### src/rtl/mdmc_ahb_slv_if.sv
// AHB-lite bus bundle between the mdmc AHB master and the mdmc SRAM responder.
// Carries address/control, write data, bus-level ready and the slave response.
interface mdmc_ahb_slv_if #(
  parameter int DWIDTH = 32
);
  logic              hsel;
  logic [31:0]       haddr;
  logic [1:0]        htrans;
  logic              hwrite;
  logic [3:0]        hsize;
  logic [DWIDTH-1:0] hwdata;
  logic              hready;
  logic              hreadyout;
  logic              hresp;
  logic [DWIDTH-1:0] hrdata;

  modport master (
    output hsel, haddr, htrans, hwrite, hsize, hwdata, hready,
    input  hreadyout, hresp, hrdata
  );

  modport slave (
    input  hsel, haddr, htrans, hwrite, hsize, hwdata, hready,
    output hreadyout, hresp, hrdata
  );
endinterface

### src/rtl/mdmc_ahb_slv.sv
// mdmc_ahb_slv: AHB-lite responder mapping transfers onto a single-port SRAM
// with 1-cycle read latency. Zero wait states except one wait when a read
// address phase lands on a write data phase (port conflict); illegal
// accesses get the two-cycle ERROR response and never strobe the memory.
// Optional build macro MDMC_AHB_SLV_SUBWORD_EN: adds mem_be and accepts
// aligned sub-word transfers (hsize < native size).
module mdmc_ahb_slv #(
  parameter int DWIDTH = 32,
  parameter int AWIDTH = 12
) (
  input  logic                hclk,
  input  logic                hreset,
  mdmc_ahb_slv_if.slave       bus,
  output logic                mem_cs,
  output logic                mem_we,
  output logic [AWIDTH-1:0]   mem_addr,
  output logic [DWIDTH-1:0]   mem_wdata,
  input  logic [DWIDTH-1:0]   mem_rdata
`ifdef MDMC_AHB_SLV_SUBWORD_EN
  ,
  output logic [DWIDTH/8-1:0] mem_be
`endif
);

  localparam int NB  = DWIDTH / 8;
  localparam int OFF = $clog2(NB);
  // Byte-offset bits inside a word.
  localparam logic [31:0] OFF_MASK = (32'd1 << OFF) - 32'd1;
  // Bits between the top of the word address and the ignored base byte.
  localparam logic [31:0] HI_MASK  = 32'h00FF_FFFF & ~((32'd1 << (OFF + AWIDTH)) - 32'd1);

  typedef enum logic [2:0] {
    S_IDLE,
    S_WR,
    S_RD,
    S_RDW,
    S_ERR1,
    S_ERR2
  } state_t;

  state_t              r_state;
  state_t              w_state_next;
  logic [AWIDTH-1:0]   r_addr;
  logic [AWIDTH-1:0]   w_live_addr;
  logic                w_port_open;
  logic                w_accept;
  logic                w_range_err;
  logic                w_align_err;
  logic                w_size_ok;
  logic                w_legal;
  logic                w_capture;
  logic                w_hreadyout;
  logic                w_hresp;
  logic [DWIDTH-1:0]   w_hrdata;
  logic                w_unused;

  assign w_live_addr = bus.haddr[OFF +: AWIDTH];
  assign w_range_err = |(bus.haddr & HI_MASK);

  // New address phases are only taken while we are driving hreadyout high.
  assign w_port_open = (r_state != S_RDW) && (r_state != S_ERR1);
  assign w_accept    = bus.hsel && bus.hready && bus.htrans[1] && w_port_open;

`ifdef MDMC_AHB_SLV_SUBWORD_EN
  logic [31:0]   w_size_mask;
  logic [31:0]   w_lane;
  logic [31:0]   w_nbytes;
  logic [NB-1:0] w_be;
  logic [NB-1:0] r_be;

  assign w_size_ok   = (bus.hsize <= 4'(OFF));
  assign w_size_mask = (32'd1 << bus.hsize) - 32'd1;
  assign w_align_err = |(bus.haddr & OFF_MASK & w_size_mask);
  assign w_lane      = bus.haddr & OFF_MASK;
  assign w_nbytes    = 32'd1 << bus.hsize;

  // One enable per byte lane covered by [lane, lane + 2^hsize).
  for (genvar gi = 0; gi < NB; gi++) begin : g_be
    assign w_be[gi] = (32'(gi) >= w_lane) && (32'(gi) < (w_lane + w_nbytes));
  end
`else
  assign w_size_ok   = (bus.hsize == 4'(OFF));
  assign w_align_err = |(bus.haddr & OFF_MASK);
`endif

  assign w_legal   = w_size_ok && !w_align_err && !w_range_err;
  // Address is held for the WR data phase and for the delayed read in RDW.
  assign w_capture = w_accept && w_legal && (bus.hwrite || (r_state == S_WR));

  // State register and captured address/lane enables.
  always_ff @(posedge hclk) begin
    if (hreset) begin
      r_state <= S_IDLE;
      r_addr  <= '0;
    end else begin
      r_state <= w_state_next;
      if (w_capture) begin
        r_addr <= w_live_addr;
      end
    end
  end

`ifdef MDMC_AHB_SLV_SUBWORD_EN
  // Byte enables of the accepted write, used in its data phase.
  always_ff @(posedge hclk) begin
    if (hreset) begin
      r_be <= '0;
    end else if (w_capture && bus.hwrite) begin
      r_be <= w_be;
    end
  end
`endif

  // Next-state decode plus bus response and memory strobes.
  always_comb begin
    w_state_next = S_IDLE;
    w_hreadyout  = 1'b1;
    w_hresp      = 1'b0;
    w_hrdata     = '0;
    mem_cs       = 1'b0;
    mem_we       = 1'b0;
    mem_addr     = w_live_addr;

    case (r_state)
      S_WR: begin
        mem_cs   = 1'b1;
        mem_we   = 1'b1;
        mem_addr = r_addr;
      end
      S_RD: begin
        w_hrdata = mem_rdata;
      end
      S_RDW: begin
        w_hreadyout  = 1'b0;
        mem_cs       = 1'b1;
        mem_addr     = r_addr;
        w_state_next = S_RD;
      end
      S_ERR1: begin
        w_hreadyout  = 1'b0;
        w_hresp      = 1'b1;
        w_state_next = S_ERR2;
      end
      S_ERR2: begin
        w_hresp = 1'b1;
      end
      default: begin
      end
    endcase

    if (w_accept) begin
      if (!w_legal) begin
        w_state_next = S_ERR1;
      end else if (bus.hwrite) begin
        w_state_next = S_WR;
      end else if (r_state == S_WR) begin
        w_state_next = S_RDW;
      end else begin
        // Port is free: issue the read strobe in the address phase itself.
        w_state_next = S_RD;
        mem_cs       = 1'b1;
        mem_we       = 1'b0;
        mem_addr     = w_live_addr;
      end
    end

    // A pending write or delayed read is dropped while reset is high.
    if (hreset) begin
      mem_cs = 1'b0;
      mem_we = 1'b0;
    end
  end

`ifdef MDMC_AHB_SLV_SUBWORD_EN
  // Writes use the captured lanes; reads always fetch the whole word.
  always_comb begin
    mem_be = '0;
    if (mem_cs) begin
      mem_be = mem_we ? r_be : {NB{1'b1}};
    end
  end
`endif

  assign mem_wdata     = bus.hwdata;
  assign bus.hreadyout = w_hreadyout;
  assign bus.hresp     = w_hresp;
  assign bus.hrdata    = w_hrdata;

  // htrans[0] only separates NONSEQ from SEQ, which are treated alike.
  assign w_unused = bus.htrans[0];

endmodule

### src/flat_wrapper.sv
// flat-port wrapper written by rule: the top's interface ports become plain ports
module mdmc_ahb_slv_flat 
#(
  parameter int DWIDTH = 32,
  parameter int AWIDTH = 12
)
  (hclk, hreset, mem_cs, mem_we, mem_addr, mem_wdata, mem_rdata, bus_hsel, bus_haddr, bus_htrans, bus_hwrite, bus_hsize, bus_hwdata, bus_hready, bus_hreadyout, bus_hresp, bus_hrdata);
  mdmc_ahb_slv_if #(.DWIDTH(DWIDTH)) bus_i ();
  input  logic hclk;
  input  logic hreset;
  output logic mem_cs;
  output logic mem_we;
  output logic [AWIDTH-1:0] mem_addr;
  output logic [DWIDTH-1:0] mem_wdata;
  input  logic [DWIDTH-1:0] mem_rdata;
  input wire logic [$bits(bus_i.hsel)-1:0] bus_hsel;
  input wire logic [$bits(bus_i.haddr)-1:0] bus_haddr;
  input wire logic [$bits(bus_i.htrans)-1:0] bus_htrans;
  input wire logic [$bits(bus_i.hwrite)-1:0] bus_hwrite;
  input wire logic [$bits(bus_i.hsize)-1:0] bus_hsize;
  input wire logic [$bits(bus_i.hwdata)-1:0] bus_hwdata;
  input wire logic [$bits(bus_i.hready)-1:0] bus_hready;
  output wire logic [$bits(bus_i.hreadyout)-1:0] bus_hreadyout;
  output wire logic [$bits(bus_i.hresp)-1:0] bus_hresp;
  output wire logic [$bits(bus_i.hrdata)-1:0] bus_hrdata;
  assign bus_i.hsel = bus_hsel;
  assign bus_i.haddr = bus_haddr;
  assign bus_i.htrans = bus_htrans;
  assign bus_i.hwrite = bus_hwrite;
  assign bus_i.hsize = bus_hsize;
  assign bus_i.hwdata = bus_hwdata;
  assign bus_i.hready = bus_hready;
  assign bus_hreadyout = bus_i.hreadyout;
  assign bus_hresp = bus_i.hresp;
  assign bus_hrdata = bus_i.hrdata;
  mdmc_ahb_slv #(.DWIDTH(DWIDTH), .AWIDTH(AWIDTH)) u_core (.hclk(hclk), .hreset(hreset), .bus(bus_i), .mem_cs(mem_cs), .mem_we(mem_we), .mem_addr(mem_addr), .mem_wdata(mem_wdata), .mem_rdata(mem_rdata));
endmodule
### config.mk
export PLATFORM = sky130hd
export DESIGN_NAME = mdmc_ahb_slv_flat
export DESIGN_NICKNAME = d
export VERILOG_FILES = /design/src/rtl/mdmc_ahb_slv_if.sv /design/src/rtl/mdmc_ahb_slv.sv /design/src/flat_wrapper.sv
export SDC_FILE = /design/constraint.sdc
export NUM_CORES = 1
export LEC_CHECK = 0
export ABC_AREA = 0
export CAP_MARGIN = 15
export CORE_MARGIN = 5
export CORE_UTILIZATION = 27
export DETAILED_ROUTE_END_ITERATION = 6
export PLACE_DENSITY = 0.92
export SYNTH_ARGS = -nofsm -noshare
export SYNTH_HDL_FRONTEND = slang
export SYNTH_SLANG_ARGS = --single-unit
### constraint.sdc
create_clock -name hclk -period 4.4 [get_ports hclk]
set_input_delay 0.88 -clock hclk [delete_from_list [all_inputs] [get_ports hclk]]
set_output_delay 0.88 -clock hclk [all_outputs]
set_load 0.02 [all_outputs]
==> run_results.csv, run 1 <==
group,metric,value,unit
critical_path,required,3.52,ns
synth,synth-edff-count,0,
global_routing,grt_pass1_vias,1500,
routing,drt_iter0_drc,39,
floorplan,pin_count,187,
critical_path,slowest_stage,"clkdlybuf4s50_1",
sta,rsz0062_at_grt,"no",
sta,maxSlewHeadroom,37.0,%
sta,skew,0.00205,ns
sta,period_needed,3.87,ns
critical_path,crit_arrival,2.99,ns
critical_path,cp-end-kind,"output pin",
global_routing,grt_max_degree,33,
synth,avgSynthCellArea,7.01,um2
routing,via_count,1518,
floorplan,start_util,28.3,%
critical_path,critical_path_class,"input port to output pin",
floorplan,core,4790,um2
global_routing,grt_pass1_wl,7.22,mm
floorplan,die_h,80.8,um
sta,fmax,0.259,GHz
routing,wl_met2,2.53,mm
synth,ys_seq_area_share,22.2,%
critical_path,cp-start-kind,"input port",
min_path,hold_path.class,"flip-flop to flip-flop",
critical_path,crit_buf_inv,2,
sta,drv_slew,0,
cts,cts.clk_slew.worst_paths,0.06,ns
synth,yosys_warnings,0,
floorplan,rows,25,
cts,root_buffer,"clkbuf_8",
critical_path,cp_top_family,"buffers and inverters",
cts,clk_path_buf_depth,2,
cts,cts_buffers,3,
cts,ctsHtreeMaxLevel,1,
routing,routed.top_layer,"met4",
synth,async_reset_ff_share,0,%
critical_path,path_common_cell,"clkdlybuf4s50_1",
cts,insertion_delay,0.24,ns
cts,holdBufCountCts,0,
pwr,peakVddDrop,151,uV
status,outcome,"complete, no violations",
routing,drtAntennaViolNets,0,
cells_and_area,syn_to_final_growth,73.4,%
sta,tightest_slew,0.945,ns
synth,syn_inst,193,
routing,drt-met1-wl,1.76,mm
global_routing,track_usage,13.7,%
floorplan,die_area,6530,um2
routing,first_pass_iters,4,
synth,yosysUniqueCellTypes,28,
floorplan,die_x,80.8,um
routing,drcViolationCount,0,
global_routing,grt_antenna_before_repair,0,
cells_and_area,utilization,49.0,%
flow_run,maxCapViolCount,0,
sta,hold_viol,0,
critical_path,crit_chain,"clkdlybuf4s50_1 -> nor4b_1 -> nand4_1 -> or3_4 -> a21oi_2 -> clkdlybuf4s50_1",
routing,wl_per_cell,14.6,um
global_routing,gr-total-overflow,0,
pwr,powerDensity,153,nW/um2
pwr,leakagePower,0.000863,uW
synth,syn-num-nets,300,
sta,fin_crit_sh,87.9,%
cts,cts_resized,0,
critical_path,cp_max_fo,2,
synth,synth.cell_area,1350,um2
placed_design,hpwl,3.89,mm
sta,setup_violations,0,
critical_path,critPathMaxStageDelay,0.63,ns
cells_and_area,drive_gt1_share,5.60,%
routing,wl_met3,497,um
cells_and_area,n_antenna_cell,0,
cts,post_cts_buffers,0,
sta,setup_tns,0,ns
cells_and_area,layout.nets,376,
cts,cts.sinks,15,
routing,viasPerCell,4.53,
synth,synth-seq-cells,15,
placed_design,io_buffers,113,
cts,cts_tree,"built",
synth,synthFlopType,"dfxtp_1",
placed_design,place_congestion,0.794,
routing,routed_wl,4.88,mm
-- worst register-to-register path, cell delays in order, from the launching register on --
cell      delay (ns)
dfxtp_1         0.35
nor2b_1         0.16
buf_4           0.20
a211oi_2        0.81
nand4_1         0.21
a21oi_1         0.22
-- per-stage QoR --
step | area (um2) | cells | hold slack (ns) | worst slack [ns] | total power (uW)
2_1_floorplan | 1350 | 193 | 0.444 | 1.47 | 216
3_3_place_gp | 2300 | 331 | 0.451 | 0.498 | 253
3_5_place_dp | 2300 | 331 | 0.465 | 0.482 | 254
4_1_cts | 2350 | 335 | 0.474 | 0.482 | 362
5_1_grt | 2350 | 335 | 0.499 | 0.392 | 375
6_report | 2350 | 335 | 0.473 | 0.532 | 359
-- kinds of logic (layout without fill, tap and decap cells) --
logic type | Yosys count | count (layout) | synth area share [%]
DFF | 15 | 15 | 22.2
AOI/OAI and AO/OA | 33 | 33 | 16.1
buffers and inverters | 48 | 123 | 23.2
and+or+nand+nor | 97 | 97 | 38.5
-- flip-flops by register name (all words and copies together), names as in the netlist --
signal          cells
u_core.r_state      3
u_core.r_addr      12
-- power breakdown --
part / total [uW] / switching [uW] / internal (uW)
Combinational: 112 / 41.3 / 71.2
Clock: 109 / 46.3 / 62.5
Sequential: 138 / 0.944 / 137
Total: 359 / 88.5 / 270
-- final timing paths --
check,from,end,slack (ns),cells after the start
hold / removal,u_core.r_addr[3]$_SDFFE_PP0P_,u_core.r_addr[3]$_SDFFE_PP0P_,0.47,2
hold reg to reg,u_core.r_addr[3]$_SDFFE_PP0P_,u_core.r_addr[3]$_SDFFE_PP0P_,0.47,2
setup reg to reg,u_core.r_state[0]$_SDFF_PP0_,u_core.r_addr[0]$_SDFFE_PP0P_,2.38,5
setup / recovery,bus_hsize[0],mem_cs,0.53,6
-- cell usage after synthesis (all sizes together) (2+ instances only) --
library cell | n | share of area, %
o31ai | 12 | 6.7
clkbuf | 9 | 2.6
buf | 38 | 20
nand2 | 37 | 10
and2 | 32 | 15
a21oi | 17 | 6.8
nor2 | 2 | 0.55
nor2b | 2 | 0.92
nand4 | 13 | 6.0
dfxtp | 15 | 22
nor3 | 2 | 0.74
nor4 | 3 | 1.4
-- area by class of cell --
class	instances	area, um2
fillers	457	2440
repair buffers	118	1170
multi-input cells	130	744
flip-flops and latches	15	300
well taps	67	83.8
clock buffers	3	41.3
clock inverters	1	5.00
inverters	1	3.75
-- layout by cell type, fill, tap and decap left out, types with 2 or more instances in the layout --
master and count:
clkbuf_8 3, dfxtp_1 15, buf_4 5, a21oi_1 15, nor2b_1 2, and2_1 32, a21oi_2 2, nand2_1 37
o31ai_1 12, nor2_1 2, nand4_1 13, clkdlybuf4s50_1 113, nor4_1 3
-- metal layers --
layer	up-vias	GRT usage, %
met5	-	0
met4	0	4.73
met3	16	3.33
met2	74	24.9
met1	656	15.5
li1	772	-
Power figures use the tool's default switching activity.
==> run 2, diff against run 1 <==
--- a/config.mk
+++ b/config.mk
@@ -7,7 +7,7 @@
 export LEC_CHECK = 0
 export ABC_AREA = 0
 export CAP_MARGIN = 15
-export CORE_MARGIN = 5
+export CORE_MARGIN = 4
 export CORE_UTILIZATION = 27
 export DETAILED_ROUTE_END_ITERATION = 6
 export PLACE_DENSITY = 0.92
==> run 2 against run 1 <==
Clock power about the same. Global-route usage about the same. Routed wire length decreased by 2.2%. Largest cell class unchanged.
==> run_results.csv, run 2 (same netlist as run 1, synthesis figures left out) <==
group,metric,value,unit
floorplan,rows,25,
global_routing,gr-total-overflow,0,
critical_path,cp_max_fo,2,
cells_and_area,top_register,"u_core.r_addr",
cells_and_area,n_antenna_cell,0,
status,outcome,"complete, no violations",
cells_and_area,top_regs,"u_core.r_addr: 12 flops, u_core.r_state: 3 flops",
critical_path,critical_path_class,"input port to output pin",
routing,drtAntennaViolNets,0,
sta,tightest_slew,1.04,ns
cts,holdBufCountCts,0,
placed_design,hpwl,3.78,mm
floorplan,start_util,28.3,%
sta,finalWorstSetupSlack,0.518,ns
critical_path,crit_buf_inv,2,
cells_and_area,layout_common_cells,"113 x clkdlybuf4s50_1, 37 x nand2_1, 32 x and2_1",
cts,cts_tree,"built",
critical_path,critPathMaxStageDelay,0.64,ns
critical_path,crit_chain,"clkdlybuf4s50_1 -> nor4b_1 -> nand4_1 -> or3_4 -> a21oi_2 -> clkdlybuf4s50_1",
placed_design,place_congestion,0.767,
cells_and_area,layout_commonest_cell,"clkdlybuf4s50_1",
cts,root_buffer,"clkbuf_8",
flow_run,maxCapViolCount,0,
floorplan,die_h,78.8,um
placed_design,placedCellCount,330,
global_routing,grt_pass1_wl,6.99,mm
routing,routed_wl,4.77,mm
pwr,peakVddDrop,101,uV
global_routing,track_usage,13.7,%
floorplan,die_area,6210,um2
pwr,leakagePower,0.000855,uW
floorplan,die_x,78.8,um
cells_and_area,drive_gt1_share,4.87,%
floorplan,core,4790,um2
critical_path,cp-end-kind,"output pin",
routing,via_count,1581,
pwr,total_power,360,uW
placed_design,io_buffers,113,
sta,setup_tns,0,ns
critical_path,path_common_cell,"clkdlybuf4s50_1",
cts,cts.clk_slew.worst_paths,0.06,ns
cts,insertion_delay,0.24,ns
cts,cts_resized,0,
critical_path,cp_top_family,"buffers and inverters",
cts,cts.sinks,15,
routing,drt_iter0_drc,52,
routing,viasPerCell,4.73,
routing,wl_per_cell,14.3,um
global_routing,grt_max_degree,23,
cells_and_area,syn_to_final_growth,72.7,%
sta,skew,0.000641,ns
placed_design,pre_cts_slack,0.523,ns
sta,fmax,0.258,GHz
critical_path,cp-start-kind,"input port",
global_routing,grt_antenna_before_repair,0,
cts,cts_buffers,3,
cells_and_area,layout.nets,375,
global_routing,grt_pass1_vias,1486,
cts,post_cts_buffers,0,
sta,rsz0062_at_grt,"no",
min_path,hold_path.class,"flip-flop to flip-flop",
sta,hold_viol,0,
critical_path,slowest_stage,"clkdlybuf4s50_1",
critical_path,required,3.52,ns
cells_and_area,largest_reg_flops,12,
sta,period_needed,3.88,ns
sta,drv_slew,0,
sta,maxSlewHeadroom,30.8,%
sta,setup_violations,0,
routing,first_pass_iters,4,
routing,drcViolationCount,0,
critical_path,crit_arrival,3.00,ns
placed_design,dpl_cell_area,2290,um2
cells_and_area,instances_no_fill,334,
cells_and_area,postLayoutCellArea,2340,um2
floorplan,pin_count,187,
cts,ctsHtreeMaxLevel,1,
pwr,powerDensity,154,nW/um2
cts,clk_path_buf_depth,2,
sta,fin_crit_sh,88.2,%
==> run 2: changes by cell type in the layout (fill, tap and decap cells not counted) <==
| cell | before | now |
|---|---|---|
| clkbuf_1 | 0 | 1 |
| clkinv_2 | 1 | 0 |
| buf_4 | 5 | 4 |
==> run 2: area by class of cell <==
cell class              count  area, um2
clock buffers               4       45.0
repair buffers            117       1160
well taps                  67       83.8
fillers                   454       2450
flip-flops and latches     15        300
inverters                   1       3.75
multi-input cells         130        744
==> run 2: report_power, final <==
part	total, uW	switching (uW)	internal [uW]
registers	137	0.881	137
logic	113	41.9	70.7
clock network	110	46.0	64.0
total	360	88.8	271
==> run 2: stage by stage <==
step                hold slack [ns]  util, %
floorplan                     0.444        -
global placement              0.450     47.9
detailed placement            0.460     47.9
CTS                           0.469     48.9
global route                  0.489     48.9
finish                        0.468     48.9
==> run 2: metal layers <==
layer / track usage [%] / part of all wire (%) / vias to the layer above
met2: 26.7 / 54 / 91
met5: 0 / 0 / -
li1: - / - / 771
met1: 14.1 / 36 / 709
met4: 4.64 / 1.2 / 0
met3: 3.17 / 9.5 / 10
==> run 2: tightest hold or removal path: cells and delay by family (launching register included) <==
family | cells | cell delay, ns
flip-flops | 1 | 0.31
AO/OA/AOI/OAI | 2 | 0.11
==> run 2: final timing paths <==
path | cells past startpoint | from | end | slack (ns)
setup reg to reg | 5 | u_core.r_state[0]$_SDFF_PP0_ | u_core.r_addr[1]$_SDFFE_PP0P_ | 2.45
hold / removal | 2 | u_core.r_addr[0]$_SDFFE_PP0P_ | u_core.r_addr[0]$_SDFFE_PP0P_ | 0.47
hold reg to reg | 2 | u_core.r_addr[0]$_SDFFE_PP0P_ | u_core.r_addr[0]$_SDFFE_PP0P_ | 0.47
setup / recovery | 6 | bus_hsize[3] | mem_cs | 0.52
==> run 3, diff against run 2 <==
--- a/config.mk
+++ b/config.mk
@@ -8,9 +8,9 @@
 export ABC_AREA = 0
 export CAP_MARGIN = 15
 export CORE_MARGIN = 4
-export CORE_UTILIZATION = 27
+export CORE_UTILIZATION = 25
 export DETAILED_ROUTE_END_ITERATION = 6
-export PLACE_DENSITY = 0.92
+export PLACE_DENSITY = 0.87
 export SYNTH_ARGS = -nofsm -noshare
 export SYNTH_HDL_FRONTEND = slang
 export SYNTH_SLANG_ARGS = --single-unit
==> constraint.sdc (replaced) <==
create_clock -name hclk -period 3.6 [get_ports hclk]
set_input_delay 0.72 -clock hclk [delete_from_list [all_inputs] [get_ports hclk]]
set_output_delay 0.72 -clock hclk [all_outputs]
set_load 0.1 [all_outputs]
==> run 3 against run 2 <==
Clock skew up 0.00089 ns. Count of clock-buffer cells in the layout did not move. Cell area down 3.7%. Flip-flop and latch count unchanged. Total power rose by 39%. Via count decreased by 0.95%. Register-to-register slack got worse by 0.81 ns. Critical endpoint unchanged.
==> run_results.csv, run 3 (same netlist as run 1, synthesis figures left out) <==
group,metric,value,unit
status,outcome,"complete, no violations",
cells_and_area,fillCellCount,530,
cells_and_area,layout_common_cells,"65 x clkdlybuf4s50_1, 50 x buf_4, 37 x nand2_1",
critical_path,critical_path_class,"input port to output pin",
cts,post_cts_buffers,0,
sta,drv_slew,0,
global_routing,gr-total-overflow,0,
critical_path,crit_chain,"clkdlybuf4s50_1 -> nor4b_1 -> nand4_1 -> or3_4 -> a21oi_2 -> buf_12",
cells_and_area,multi_input_area,749,um2
sta,fmax,0.308,GHz
cts,holdBufCountCts,0,
cts,cts.clk_slew.worst_paths,0.06,ns
pwr,powerDensity,223,nW/um2
critical_path,slowest_stage,"clkdlybuf4s50_1",
cts,cts_buffers,3,
global_routing,grt_pass1_wl,6.71,mm
pwr,leakagePower,0.000946,uW
sta,tightest_slew,1.02,ns
routing,via_count,1566,
cts,root_buffer,"clkbuf_8",
critical_path,cp_top_family,"simple AND/OR/NAND/NOR gates",
cells_and_area,instances_no_fill,337,
critical_path,cp-start-kind,"input port",
sta,setup_tns,0,ns
critical_path,cp-end-kind,"output pin",
floorplan,core,5170,um2
min_path,hold_path.class,"flip-flop to flip-flop",
routing,drcViolationCount,0,
critical_path,cp_max_fo,2,
floorplan,die_x,81.6,um
routing,first_pass_iters,4,
floorplan,start_util,26.2,%
cells_and_area,drive_gt1_share,23.2,%
cells_and_area,n_antenna_cell,0,
placed_design,pre_cts_slack,0.353,ns
sta,maxSlewHeadroom,32.0,%
floorplan,pin_count,187,
critical_path,critPathMaxStageDelay,0.40,ns
pwr,total_power,502,uW
cts,cts_tree,"built",
cells_and_area,layout.nets,375,
global_routing,track_usage,12.4,%
cts,insertion_delay,0.24,ns
sta,fin_crit_sh,90.0,%
min_path,min_from,"u_core.r_addr[5]$_SDFFE_PP0P_",
global_routing,grt_max_degree,33,
sta,holdWs,0.468,ns
cells_and_area,top_regs,"u_core.r_addr: 12 flops, u_core.r_state: 3 flops",
floorplan,die_h,81.6,um
cts,cts.sinks,15,
cells_and_area,syn_to_final_growth,66.4,%
sta,skew,0.00153,ns
flow_run,maxCapViolCount,0,
cells_and_area,layout_commonest_cell,"clkdlybuf4s50_1",
sta,rsz0062_at_grt,"no",
sta,setup_violations,0,
sta,finalWorstSetupSlack,0.358,ns
floorplan,rows,26,
pwr,peakVddDrop,206,uV
cts,cts_resized,0,
global_routing,grt_pass1_vias,1513,
critical_path,crit_start,"bus_hsize[0]",
sta,period_needed,3.24,ns
placed_design,place_congestion,0.775,
cells_and_area,top_register,"u_core.r_addr",
routing,viasPerCell,4.65,
sta,hold_viol,0,
routing,wl_per_cell,14.1,um
global_routing,grt_antenna_before_repair,0,
routing,routed_wl,4.77,mm
placed_design,placedCellCount,333,
placed_design,hpwl,3.76,mm
routing,drtAntennaViolNets,0,
cts,ctsHtreeMaxLevel,1,
floorplan,die_area,6660,um2
cts,clk_path_buf_depth,2,
routing,drt_iter0_drc,46,
cells_and_area,seq_area,300,um2
placed_design,io_buffers,113,
critical_path,r2r-start,"u_core.r_state[0]$_SDFF_PP0_",
critical_path,crit_arrival,2.52,ns
critical_path,required,2.88,ns
critical_path,crit_buf_inv,2,
cells_and_area,largest_reg_flops,12,
run 3: layout make-up:
type	count	share of cell area [%]
clock buffer	4	2.00
tap	70	3.89
sequential	15	13.3
timing repair buffer	117	47.3
multi-input combinational	130	33.3
inverter	1	0.167
run 3: worst paths after layout:
path / to / slack (ns) / cells past startpoint
min: u_core.r_addr[5]$_SDFFE_PP0P_ / 0.47 / 2
max reg2reg: u_core.r_addr[9]$_SDFFE_PP0P_ / 1.64 / 5
min reg2reg: u_core.r_addr[5]$_SDFFE_PP0P_ / 0.47 / 2
max: mem_cs / 0.36 / 6
run 3: report_power, final:
group	switching, uW	internal [uW]	total (uW)
clock network	57.9	78.2	136
registers	1.10	167	168
logic	114	83.5	198
run 3: routing by layer:
| metal | vias up | GRT usage, % | routed length (um) |
|---|---|---|---|
| li1 | 772 | - | - |
| met1 | 707 | 12.5 | 1620 |
| met2 | 71 | 24.2 | 2600 |
| met3 | 16 | 3.51 | 481 |
| met4 | 0 | 3.82 | 64 |
| met5 | - | 0 | 0 |
run 3: worst min-delay path: cells and delay by family (launching register included):
family / cells / cell delay (ns)
flops: 1 / 0.31
compound gates: 2 / 0.11
run 3: per-stage QoR:
stage	cell area, um2	utilization [%]
after CTS	2250	43.5
final	2250	43.5
after global placement	2210	42.7
after detailed placement	2210	42.7
after floorplan	1360	-
after global routing	2250	43.5
